File: config.mk
export PLATFORM = sky130hd
export DESIGN_NAME = idli_sqi_ctrl_m
export DESIGN_NICKNAME = d
export VERILOG_FILES = /design/src/rtl/idli_pkg.sv /design/src/rtl/idli_sqi_ctrl_m.sv
export SDC_FILE = /design/constraint.sdc
export NUM_CORES = 1
export LEC_CHECK = 0
export ABC_AREA = 1
export CAP_MARGIN = 10
export CORE_UTILIZATION = 58
export DETAILED_ROUTE_END_ITERATION = 8
export GPL_TIMING_DRIVEN = 0
export PLACE_DENSITY = 0.95
export SYNTH_ARGS = -nofsm -noshare
export SYNTH_HDL_FRONTEND = slang
export SYNTH_SLANG_ARGS = --single-unit
File: constraint.sdc
create_clock -name i_sqi_gck -period 8.1 [get_ports i_sqi_gck]
set_clock_uncertainty 0.2 [all_clocks]
set_input_delay 1.215 -clock i_sqi_gck [delete_from_list [all_inputs] [get_ports i_sqi_gck]]
set_output_delay 1.215 -clock i_sqi_gck [all_outputs]
set_load 0.01 [all_outputs]
File: src/rtl/idli_pkg.sv
// Shared types, widths and command codes for the SQI memory controller.
package idli_pkg;

  localparam int unsigned SQI_DATA_W = 16;
  localparam int unsigned SQI_NIB_W  = 4;
  localparam int unsigned SQI_CNT_W  = 3;

  typedef enum logic {
    SQI_IO_MODE_IN  = 1'b0,
    SQI_IO_MODE_OUT = 1'b1
  } sqi_io_mode_t;

  localparam logic [7:0] SQI_CMD_WRITE = 8'h02;
  localparam logic [7:0] SQI_CMD_READ  = 8'h03;
  localparam logic [7:0] SQI_CMD_ESQI  = 8'h38;

  typedef enum logic [2:0] {
    SQI_ST_INIT,
    SQI_ST_IDLE,
    SQI_ST_CMD,
    SQI_ST_ADDR,
    SQI_ST_DUMMY,
    SQI_ST_DATA,
    SQI_ST_GAP,
    SQI_ST_RSP
  } sqi_state_t;

endpackage

File: src/rtl/idli_sqi_ctrl_m.sv
// SQI serial memory controller: 16-bit core reads/writes over a quad-SPI link.
// Optional IDLI_SQI_ESQI_EN: after reset, send 0x38 (enter quad mode) in 1-bit SPI mode.
module idli_sqi_ctrl_m
  import idli_pkg::*;
(
  input  logic        i_sqi_gck,
  input  logic        i_sqi_rst,
  input  logic        i_sqi_req_vld,
  output logic        o_sqi_req_acp,
  input  logic        i_sqi_req_wr,
  input  logic [15:0] i_sqi_req_addr,
  input  logic [15:0] i_sqi_req_data,
  output logic        o_sqi_rsp_vld,
  output logic [15:0] o_sqi_rsp_data,
  input  logic        i_sqi_rsp_acp,
  output logic        o_sqi_sck,
  output logic        o_sqi_cs,
  output logic        o_sqi_io_mode,
  input  logic [3:0]  i_sqi_sio,
  output logic [3:0]  o_sqi_sio
);

`ifdef IDLI_SQI_ESQI_EN
  localparam sqi_state_t                RST_STATE = SQI_ST_INIT;
  localparam logic [SQI_DATA_W-1:0] RST_SHIFT = {SQI_CMD_ESQI, 8'h00};
`else
  localparam sqi_state_t                RST_STATE = SQI_ST_IDLE;
  localparam logic [SQI_DATA_W-1:0] RST_SHIFT = '0;
`endif

  sqi_state_t            state, state_nxt;
  logic                  phase, phase_nxt;
  logic [SQI_CNT_W-1:0]  cnt, cnt_nxt;
  logic [SQI_DATA_W-1:0] shift, shift_nxt;
  logic                  wr, wr_nxt;
  logic [SQI_DATA_W-1:0] addr, addr_nxt;
  logic [SQI_DATA_W-1:0] data, data_nxt;
  logic [SQI_DATA_W-1:0] rsp_data, rsp_data_nxt;

  logic                  active;
  logic                  last;
  logic                  sck;
  logic                  cs;
  sqi_io_mode_t          io_mode;
  logic [SQI_NIB_W-1:0]  sio;
  logic                  req_acp;
  logic                  rsp_vld;

  // State and datapath registers
  always_ff @(posedge i_sqi_gck or posedge i_sqi_rst) begin
    if (i_sqi_rst) begin
      state    <= RST_STATE;
      phase    <= 1'b0;
      cnt      <= '0;
      shift    <= RST_SHIFT;
      wr       <= 1'b0;
      addr     <= '0;
      data     <= '0;
      rsp_data <= '0;
    end else begin
      state    <= state_nxt;
      phase    <= phase_nxt;
      cnt      <= cnt_nxt;
      shift    <= shift_nxt;
      wr       <= wr_nxt;
      addr     <= addr_nxt;
      data     <= data_nxt;
      rsp_data <= rsp_data_nxt;
    end
  end

  // Next-state, datapath and pin decode
  always_comb begin
    state_nxt    = state;
    phase_nxt    = phase;
    cnt_nxt      = cnt;
    shift_nxt    = shift;
    wr_nxt       = wr;
    addr_nxt     = addr;
    data_nxt     = data;
    rsp_data_nxt = rsp_data;
    active       = 1'b0;
    last         = 1'b0;
    sck          = 1'b0;
    cs           = 1'b1;
    io_mode      = SQI_IO_MODE_OUT;
    sio          = '0;
    req_acp      = 1'b0;
    rsp_vld      = 1'b0;

    case (state)
`ifdef IDLI_SQI_ESQI_EN
      SQI_ST_INIT: begin
        active = 1'b1;
        sio    = {3'b000, shift[SQI_DATA_W-1]};
        if (phase) begin
          shift_nxt = {shift[SQI_DATA_W-2:0], 1'b0};
          last      = (cnt == 3'd7);
        end
        if (last) state_nxt = SQI_ST_GAP;
      end
`endif
      SQI_ST_IDLE: begin
        req_acp = i_sqi_req_vld;
        if (i_sqi_req_vld) begin
          wr_nxt    = i_sqi_req_wr;
          addr_nxt  = i_sqi_req_addr;
          data_nxt  = i_sqi_req_data;
          shift_nxt = {(i_sqi_req_wr ? SQI_CMD_WRITE : SQI_CMD_READ), 8'h00};
          phase_nxt = 1'b0;
          cnt_nxt   = '0;
          state_nxt = SQI_ST_CMD;
        end
      end
      SQI_ST_CMD: begin
        active = 1'b1;
        sio    = shift[SQI_DATA_W-1 -: SQI_NIB_W];
        if (phase) begin
          shift_nxt = {shift[SQI_DATA_W-SQI_NIB_W-1:0], 4'h0};
          last      = (cnt == 3'd1);
        end
        if (last) begin
          shift_nxt = addr;
          state_nxt = SQI_ST_ADDR;
        end
      end
      SQI_ST_ADDR: begin
        active = 1'b1;
        sio    = shift[SQI_DATA_W-1 -: SQI_NIB_W];
        if (phase) begin
          shift_nxt = {shift[SQI_DATA_W-SQI_NIB_W-1:0], 4'h0};
          last      = (cnt == 3'd3);
        end
        if (last) begin
          shift_nxt = wr ? data : '0;
          state_nxt = wr ? SQI_ST_DATA : SQI_ST_DUMMY;
        end
      end
      SQI_ST_DUMMY: begin
        active  = 1'b1;
        io_mode = SQI_IO_MODE_IN;
        if (phase) last = (cnt == 3'd1);
        if (last) state_nxt = SQI_ST_DATA;
      end
      SQI_ST_DATA: begin
        active = 1'b1;
        if (wr) begin
          sio = shift[SQI_DATA_W-1 -: SQI_NIB_W];
          if (phase) shift_nxt = {shift[SQI_DATA_W-SQI_NIB_W-1:0], 4'h0};
        end else begin
          io_mode = SQI_IO_MODE_IN;
          if (phase) shift_nxt = {shift[SQI_DATA_W-SQI_NIB_W-1:0], i_sqi_sio};
        end
        if (phase) last = (cnt == 3'd3);
        if (last) begin
          state_nxt = wr ? SQI_ST_GAP : SQI_ST_RSP;
          if (!wr) rsp_data_nxt = {shift[SQI_DATA_W-SQI_NIB_W-1:0], i_sqi_sio};
        end
      end
      SQI_ST_GAP: state_nxt = SQI_ST_IDLE;
      SQI_ST_RSP: begin
        rsp_vld = 1'b1;
        if (i_sqi_rsp_acp) state_nxt = SQI_ST_IDLE;
      end
      default: state_nxt = SQI_ST_IDLE;
    endcase

    // Shared two-phase nibble timing for every state that drives the link
    if (active) begin
      cs        = 1'b0;
      sck       = phase;
      phase_nxt = ~phase;
      if (phase) cnt_nxt = last ? '0 : SQI_CNT_W'(cnt + 3'd1);
    end

    // Reset forces the pins quiet even in states that would otherwise drive them
    if (i_sqi_rst) begin
      sck     = 1'b0;
      cs      = 1'b1;
      io_mode = SQI_IO_MODE_OUT;
      sio     = '0;
      req_acp = 1'b0;
      rsp_vld = 1'b0;
    end
  end

  assign o_sqi_req_acp  = req_acp;
  assign o_sqi_rsp_vld  = rsp_vld;
  assign o_sqi_rsp_data = rsp_data;
  assign o_sqi_sck      = sck;
  assign o_sqi_cs       = cs;
  assign o_sqi_io_mode  = io_mode;
  assign o_sqi_sio      = sio;

endmodule

; ---- Yosys cells after proc, flatten, opt, wreduce, memory -nomap -nowiden
; Cells that the tools add are included.
; Widths: inputs -> output; s select.
[totals]
regBits = 72
input_bits = 41
[op_classes]
reduce_logical = 10
eq_ne = 15
addsub = 1
bitwise = 2
mux = 48
[op_table]
columns = operator, count
row1 = $mux 16, 7
row2 = $pmux 16 s4, 1
row3 = $mux 3, 11
row4 = $mux 1, 23
row5 = $pmux 3 s6, 1
row6 = $ne 2x2->1 const B, 6
row7 = $eq 3x2->1 const B, 3
row8 = $eq 3x3->1 const B, 3
row9 = $mux 4, 2
row10 = $pmux 4 s2, 1
row11 = $eq 3x1->1 const B, 2
row12 = $reduce_and 3->1, 2
row13 = $reduce_and 6->1, 1
row14 = $pmux 1 s4, 1
row15 = $reduce_and 2->1, 2
row16 = $reduce_bool 2->1, 2
row17 = $reduce_bool 4->1, 1
row18 = $reduce_or 4->1, 1
row19 = $add 3x1->3 const B, 1
row20 = $ne 3x3->1 const B, 1
row21 = $not 1->1, 2
row22 = $pmux 1 s2, 1
row23 = $reduce_or 2->1, 1

; ---- Longest topological paths before layout
; Gate-level depths: netlist of run 1.
[logic_depth]
word_depth = 7
ltp_mapped = 10
mapped_depth_nobuf = 9

; ---- Worst setup path before layout of run 1
; OpenSTA, ideal clock, no wires.
[synth_path]
path_type = in2out
from = in i_sqi_rst
to = out o_sqi_sio[0]
setup_slack_ns = 3.551
t_arrival_ns = 3.134
required_ns = 6.685
cell_stages = 3
path_cell_list = inv_1 nand2_1 nor2_1
[synth_via]
elab_chain_cells = 1
[synth_lines]
columns = item, line_no
row1 = start: declaration, idli_sqi_ctrl_m.sv:7  ; input logic i_sqi_rst,
row2 = $mux 4, idli_sqi_ctrl_m.sv:177  ; if (i_sqi_rst) begin
row3 = end: declaration, idli_sqi_ctrl_m.sv:20  ; output logic [3:0] o_sqi_sio
; Every way passes these cells.

; ---- Worst setup path in the final report of run 1
[layout_path]
from = in i_sqi_rst
to = out o_sqi_sio[1]
; Same word-level chain as after synthesis.

==> impl_metrics.env, run 1 <==
export IMPL_p_leak_nw=2.548
export IMPL_ctsHoldBuffers=0
export IMPL_synth_seq_area_share_pct=43.55
export IMPL_grt_max_degree=79
export IMPL_hold_violations=0
export IMPL_outcome="finished, final reports clean"
export IMPL_yosys_most_used_dff="dfrtp_1"
export IMPL_power_per_cell_area_mw_per_mm2=345.7
export IMPL_use_met1_pct=45.42
export IMPL_setup_viol=0
export IMPL_vdd_drop_max_mv=0.2146
export IMPL_cts_root_buf="clkbuf_8"
export IMPL_tns_ns=0
export IMPL_vias_per_cell=5.763
export IMPL_maxSlewViolCount=0
export IMPL_slowest_stage="inv_4"
export IMPL_worst_skew_pair_late_latency_ns=0.36
export IMPL_muxShareOfSynthArea_pct=5.984
export IMPL_relSlewSlack_pct=38.24
export IMPL_netlist_area_mm2=0.004140
export IMPL_clk_path_buf_depth=2
export IMPL_num_vias=4161
export IMPL_antenna_found_initial=0
export IMPL_tritoncts="built"
export IMPL_die_area_mm2=0.007481
export IMPL_grt_overflow_total=0
export IMPL_path_clk_slew_ns=0.07
export IMPL_place_congestion=0.9187
export IMPL_die_w_um=86.49
export IMPL_syn_num_nets=591
export IMPL_diodes=0
export IMPL_crit_path_start_kind="input port"
export IMPL_fp_dieH_um=86.49
export IMPL_htree_levels=3
export IMPL_fin_hold_ws_ns=0.2901
export IMPL_crit_required_ns=6.68
export IMPL_crit_chain="clkdlybuf4s50_1, inv_4, nand2_1, nor2_1, clkdlybuf4s50_1"
export IMPL_synth_avg_cell_area_um2=7.597
export IMPL_top_usage_layer="met2"
export IMPL_cp_max_fo=78
export IMPL_rr_worst_depth=10
export IMPL_crit_family="buffers and inverters"
export IMPL_drt_iter0_markers=473
export IMPL_cts_setup_buffers=0
export IMPL_placement_io_buffers=65
export IMPL_synthArstFlopShare_pct=100.0
export IMPL_worstPathArrival_ns=3.24
export IMPL_hp_class="reg2reg"
export IMPL_synth_seq_cells=72
export IMPL_drive_gt1_share_pct=12.14
export IMPL_cts_made_buffers=9
export IMPL_critical_path_class="in2out"
export IMPL_start_util_pct=60.60
export IMPL_tightest_slew_ns=0.9265
export IMPL_post_route_min_period_ns=4.651
export IMPL_grt_pass1_wl_um=19380
export IMPL_grtUsageTotal_pct=34.37
export IMPL_dr_pass1_iters=6
export IMPL_fp_row_count=30
export IMPL_synth_top_family_by_area="simple AND/OR/NAND/NOR gates"
export IMPL_cp_end_kind="primary output"
export IMPL_ys_warn_count=0
export IMPL_fin_nets=667
export IMPL_synthXorXnorAreaFrac_pct=0
export IMPL_grt_pass1_vias=3979
export IMPL_drcViolationCount=0
export IMPL_period_share_pct=57.42
export IMPL_cts_sinks=72
export IMPL_synthAdderAreaFrac_pct=1.511
export IMPL_synth_edf_count=0
export IMPL_top_level_ports=66
export IMPL_min_delay_path_depth=2
export IMPL_crit_top_cell="clkdlybuf4s50_1"
export IMPL_slowest_delay_ns=0.69
export IMPL_rsz0062_at_grt="no"
export IMPL_synth_cells=545
export IMPL_antenna_left=0
export IMPL_synth_compound_area_share_pct=9.731
export IMPL_wirelength_um=11990
export IMPL_dpl_hpwl_um=8364
export IMPL_fill_cells=533
export IMPL_crit_cells=5
export IMPL_drv_cap=0
export IMPL_synth_cell_types=28
export IMPL_critPathBufInv=3
export IMPL_core_mm2=0.006832
export IMPL_synth_simple_area_share_pct=31.40
export IMPL_grtUsageMet2_pct=54.76
export IMPL_max_freq_mhz=215.0
export IMPL_met3_usage_pct=6.190
export IMPL_cts_resized=0
export IMPL_wl_per_cell_um=16.61
export IMPL_area_growth_pct=23.42
-- area by class of cell --
| type | count | area [um2] | share of cell area (%) |
|---|---|---|---|
| multi-input cells | 400 | 2013 | 39.40 |
| flip-flops and latches | 72 | 1803 | 35.28 |
| repair buffers | 65 | 650.6 | 12.73 |
| inverters | 50 | 190.2 | 3.722 |
| plain buffers | 23 | 136.4 | 2.669 |
| clock buffers | 9 | 123.9 | 2.424 |
| well taps | 96 | 120.1 | 2.351 |
| clock inverters | 7 | 72.57 | 1.420 |
-- sequential cells by signal, indices dropped and copies added (netlist names) --
name and cells:
o_sqi_rsp_data 16, data 16, phase 1, cnt 3, shift 16, state 3
addr 16, wr 1
-- final timing paths --
kind,from,end,slack [ns]
worst max-delay path,i_sqi_rst,o_sqi_sio[1],3.45
worst min-delay path,o_sqi_rsp_data[10]$_DFFE_PP0P_,o_sqi_rsp_data[10]$_DFFE_PP0P_,0.29
worst max register to register,cnt[0]$_DFF_PP0_,shift[10]$_DFFE_PP0P_,5.68
worst min register to register,o_sqi_rsp_data[10]$_DFFE_PP0P_,o_sqi_rsp_data[10]$_DFFE_PP0P_,0.29
max in group asynchronous,i_sqi_rst,addr[2]$_DFFE_PP0P_,5.80
min in group asynchronous,i_sqi_rst,data[2]$_DFFE_PP0P_,1.29
-- layer usage --
| layer | vias up | routed length [um] |
|---|---|---|
| met5 | - | 0 |
| met4 | 0 | 468 |
| met3 | 46 | 1033 |
| met2 | 270 | 5625 |
| met1 | 1942 | 4861 |
| li1 | 1903 | - |
-- kinds of logic after synthesis --
group | count (synthesis)
compound gates | 78
mux | 19
buf+inv | 73
flops | 72
simple gates | 298
fa+ha+maj | 5
-- cell usage in the layout (no fill, tap or decap), drive strengths merged --
| master | n |
|---|---|
| dfrtp | 71 |
| clkinvlp | 2 |
| nor2 | 35 |
| nand3 | 54 |
| buf | 18 |
| clkinv | 5 |
| nand4 | 2 |
| ha | 5 |
| clkdlybuf4s50 | 65 |
| dfstp | 1 |
| nand2 | 202 |
| o211ai | 4 |
| nand3b | 5 |
| inv | 49 |
| o21ai | 45 |
| a21oi | 28 |
| bufinv | 1 |
| o21bai | 1 |
| mux2 | 19 |
| clkbuf | 14 |
-- per-stage QoR --
step	setup WS, ns	utilization, %	power, mW	instances	instance area [um2]
after floorplan	3.551	-	1.186	545	4140
after global placement	2.050	71.89	1.398	706	4911
after detailed placement	3.395	71.92	1.442	706	4913
after CTS	3.400	74.80	1.741	722	5110
after global routing	3.213	74.80	1.887	722	5110
final	3.449	74.80	1.767	722	5110
-- cells in the mapped netlist (7+ instances only) --
master,instances,area share [%]
buf_2,13,1.6
nor2_1,31,2.8
mux2_2,10,2.7
nand3_1,50,6.0
mux2_4,9,3.3
inv_2,7,0.63
nand2_1,196,18
dfrtp_1,71,43
o21ai_0,31,3.7
o21ai_1,14,1.7
a21oi_1,28,3.4
inv_1,42,3.8
-- worst register-to-register path: stages (launching register included) --
cell and delay [ns]:
dfrtp_1 0.44, ha_1 0.19, ha_1 0.15, nand2_1 0.19, inv_1 0.30, clkbuf_1 0.35
nand2_1 0.14, nand3_1 0.14, nand3_1 0.10, nand2_1 0.07, nand2_1 0.05
-- where the power goes --
part / internal, mW / switching, mW / leakage, nW
logic: 0.324 / 0.579 / 1.56
registers: 0.490 / 0.0873 / 0.893
clock network: 0.142 / 0.145 / 0.0952
total: 0.955 / 0.811 / 2.55
No activity file was read; power rests on OpenSTA's default activity.
==> run 2: changes to the inputs <==
Settings changed: CORE_UTILIZATION 58 to 54, PLACE_DENSITY 0.95 to 0.9.
Clock period 8.1 ns to 4.6 ns, I/O delays scaled along.
==> run 2 against run 1 <==
  * Final cell count rose by 0.42%
  * Critical path depth did not move
  * First-iteration DRC count rose by 5.7%
  * Global-route usage fell by 2.5 points
  * Largest power group unchanged
  * Clock power rose by 100%
  * Critical path type unchanged
  * Total power rose by 79%
  * Combinational power rose by 73%
  * Utilization fell by 4.6 points
  * Routed wire length fell by 3.2%
  * Critical endpoint is now o_sqi_sio[0]
==> impl_metrics.env, run 2 (synthesis results as in run 1) <==
export IMPL_outcome="finished, final reports clean"
export IMPL_cp_max_fo=78
export IMPL_fp_dieH_um=89.56
export IMPL_crit_path_start_kind="input port"
export IMPL_cts_root_buf="clkbuf_8"
export IMPL_p_leak_nw=2.572
export IMPL_met1_length_um=4861
export IMPL_start_util_pct=56.48
export IMPL_drv_cap=0
export IMPL_num_vias=4047
export IMPL_drt_iter0_markers=500
export IMPL_rsz0062_at_grt="no"
export IMPL_netSwitchingFraction_pct=44.39
export IMPL_wirelength_um=11610
export IMPL_period_share_pct=78.74
export IMPL_die_w_um=89.56
export IMPL_tightest_slew_ns=0.9297
export IMPL_ctsHoldBuffers=0
export IMPL_final_cell_mix="nand2_1, dfrtp_1, clkdlybuf4s50_1"
export IMPL_grt_pass1_vias=3835
export IMPL_met2WireLength_um=5434
export IMPL_grt_overflow_total=0
export IMPL_sequentialPowerShare_pct=32.2
export IMPL_crit_required_ns=3.71
export IMPL_antenna_left=0
export IMPL_top_level_ports=66
export IMPL_hold_violations=0
export IMPL_fill_cells=561
export IMPL_grtUsageTotal_pct=31.88
export IMPL_pwr_share_clk_pct=18.5
export IMPL_worst_skew_pair_late_latency_ns=0.36
export IMPL_core_mm2=0.007331
export IMPL_antenna_found_initial=0
export IMPL_wl_per_cell_um=16.01
export IMPL_cts_sinks=72
export IMPL_diodes=0
export IMPL_dpl_hpwl_um=8345
export IMPL_max_freq_mhz=276.1
export IMPL_worstPathArrival_ns=2.73
export IMPL_p_sw_mw=1.408
export IMPL_tns_ns=0
export IMPL_htree_levels=3
export IMPL_path_clk_slew_ns=0.07
export IMPL_power_per_cell_area_mw_per_mm2=616.1
export IMPL_drive_gt1_share_pct=12.14
export IMPL_cts_made_buffers=9
export IMPL_hp_class="reg2reg"
export IMPL_place_congestion=0.9051
export IMPL_placement_io_buffers=65
export IMPL_relSlewSlack_pct=38.02
export IMPL_routed_top_layer="met4"
export IMPL_vias_per_cell=5.582
export IMPL_tritoncts="built"
export IMPL_cts_setup_buffers=0
export IMPL_area_growth_pct=24.33
export IMPL_grt_pass1_wl_um=19000
export IMPL_drcViolationCount=0
export IMPL_post_route_min_period_ns=3.622
export IMPL_fp_row_count=31
export IMPL_die_area_mm2=0.008021
export IMPL_wl_met3_um=1088
export IMPL_grt_max_degree=79
export IMPL_critical_path_class="in2out"
export IMPL_final_common_cell="nand2_1"
export IMPL_post_route_util_pct=70.22
export IMPL_fin_nets=667
export IMPL_clk_path_buf_depth=2
export IMPL_vdd_drop_max_mv=0.3518
export IMPL_setup_viol=0
export IMPL_pwr_share_comb_pct=49.3
export IMPL_cp_end_kind="primary output"
export IMPL_maxSlewViolCount=0
export IMPL_cts_resized=0
export IMPL_dr_pass1_iters=5
export IMPL_power_internal_mw=1.763
[run 2: cell count changes in the layout (fill, tap and decap cells not counted)]
cell,before,now
clkbuf_8,9,11
clkinvlp_4,2,0
bufinv_16,1,2
clkinv_4,2,1
[run 2: metrics by stage]
stage | cells | total power, mW | worst slack [ns] | hold WS, ns | instance area [um2]
2_1_floorplan | 545 | 2.088 | 1.101 | 0.2651 | 4140
3_3_place_gp | 709 | 2.463 | -0.3593 | 0.2650 | 4915
3_5_place_dp | 709 | 2.532 | 0.9424 | 0.2720 | 4917
4_1_cts | 725 | 3.127 | 0.9390 | 0.2897 | 5147
5_1_grt | 725 | 3.389 | 0.7578 | 0.3245 | 5147
6_report | 725 | 3.171 | 0.9780 | 0.2863 | 5147
[run 2: routing by layer]
layer,up-vias,GRT usage (%)
li1,1900,-
met1,1894,42.87
met2,227,51.10
met3,26,6.556
met4,0,11.26
met5,-,0
[run 2: area by class of cell]
type                       instances  area (um2)  area share (%)
buffer                            23       136.4           2.649
clock buffer                      11       151.4           2.941
clock inverter                     5       78.83           1.531
inverter                          50       190.2           3.695
multi-input combinational        400        2013           39.11
sequential                        72        1803           35.03
tap                               99       123.9           2.406
timing repair buffer              65       650.6           12.64
[run 2: worst paths after layout]
path,startpoint,endpoint,slack [ns],depth (start not counted)
setup / recovery,i_sqi_rst,o_sqi_sio[0],0.98,5
hold / removal,o_sqi_rsp_data[11]$_DFFE_PP0P_,o_sqi_rsp_data[11]$_DFFE_PP0P_,0.29,2
setup reg to reg,cnt[0]$_DFF_PP0_,shift[7]$_DFFE_PP0P_,2.25,10
hold reg to reg,o_sqi_rsp_data[11]$_DFFE_PP0P_,o_sqi_rsp_data[11]$_DFFE_PP0P_,0.29,2
max in group asynchronous,i_sqi_rst,shift[11]$_DFFE_PP0P_,2.82,2
min in group asynchronous,i_sqi_rst,state[2]$_DFFE_PP0P_,0.78,2
[run 2: power groups by stage]
stage | clock, mW | sequential [mW] | combinational (mW)
after floorplan | 0 | 0.981 | 1.11
after global placement | 0 | 1.01 | 1.45
after detailed placement | 0 | 1.02 | 1.51
after CTS | 0.581 | 1.02 | 1.53
after global routing | 0.616 | 1.04 | 1.73
final | 0.585 | 1.02 | 1.56
[run 2: worst max-delay path, stage by stage]
cell	delay, ns
clkdlybuf4s50_1	0.50
inv_4	0.71
nand2_1	0.11
nor2_1	0.14
clkdlybuf4s50_1	0.54
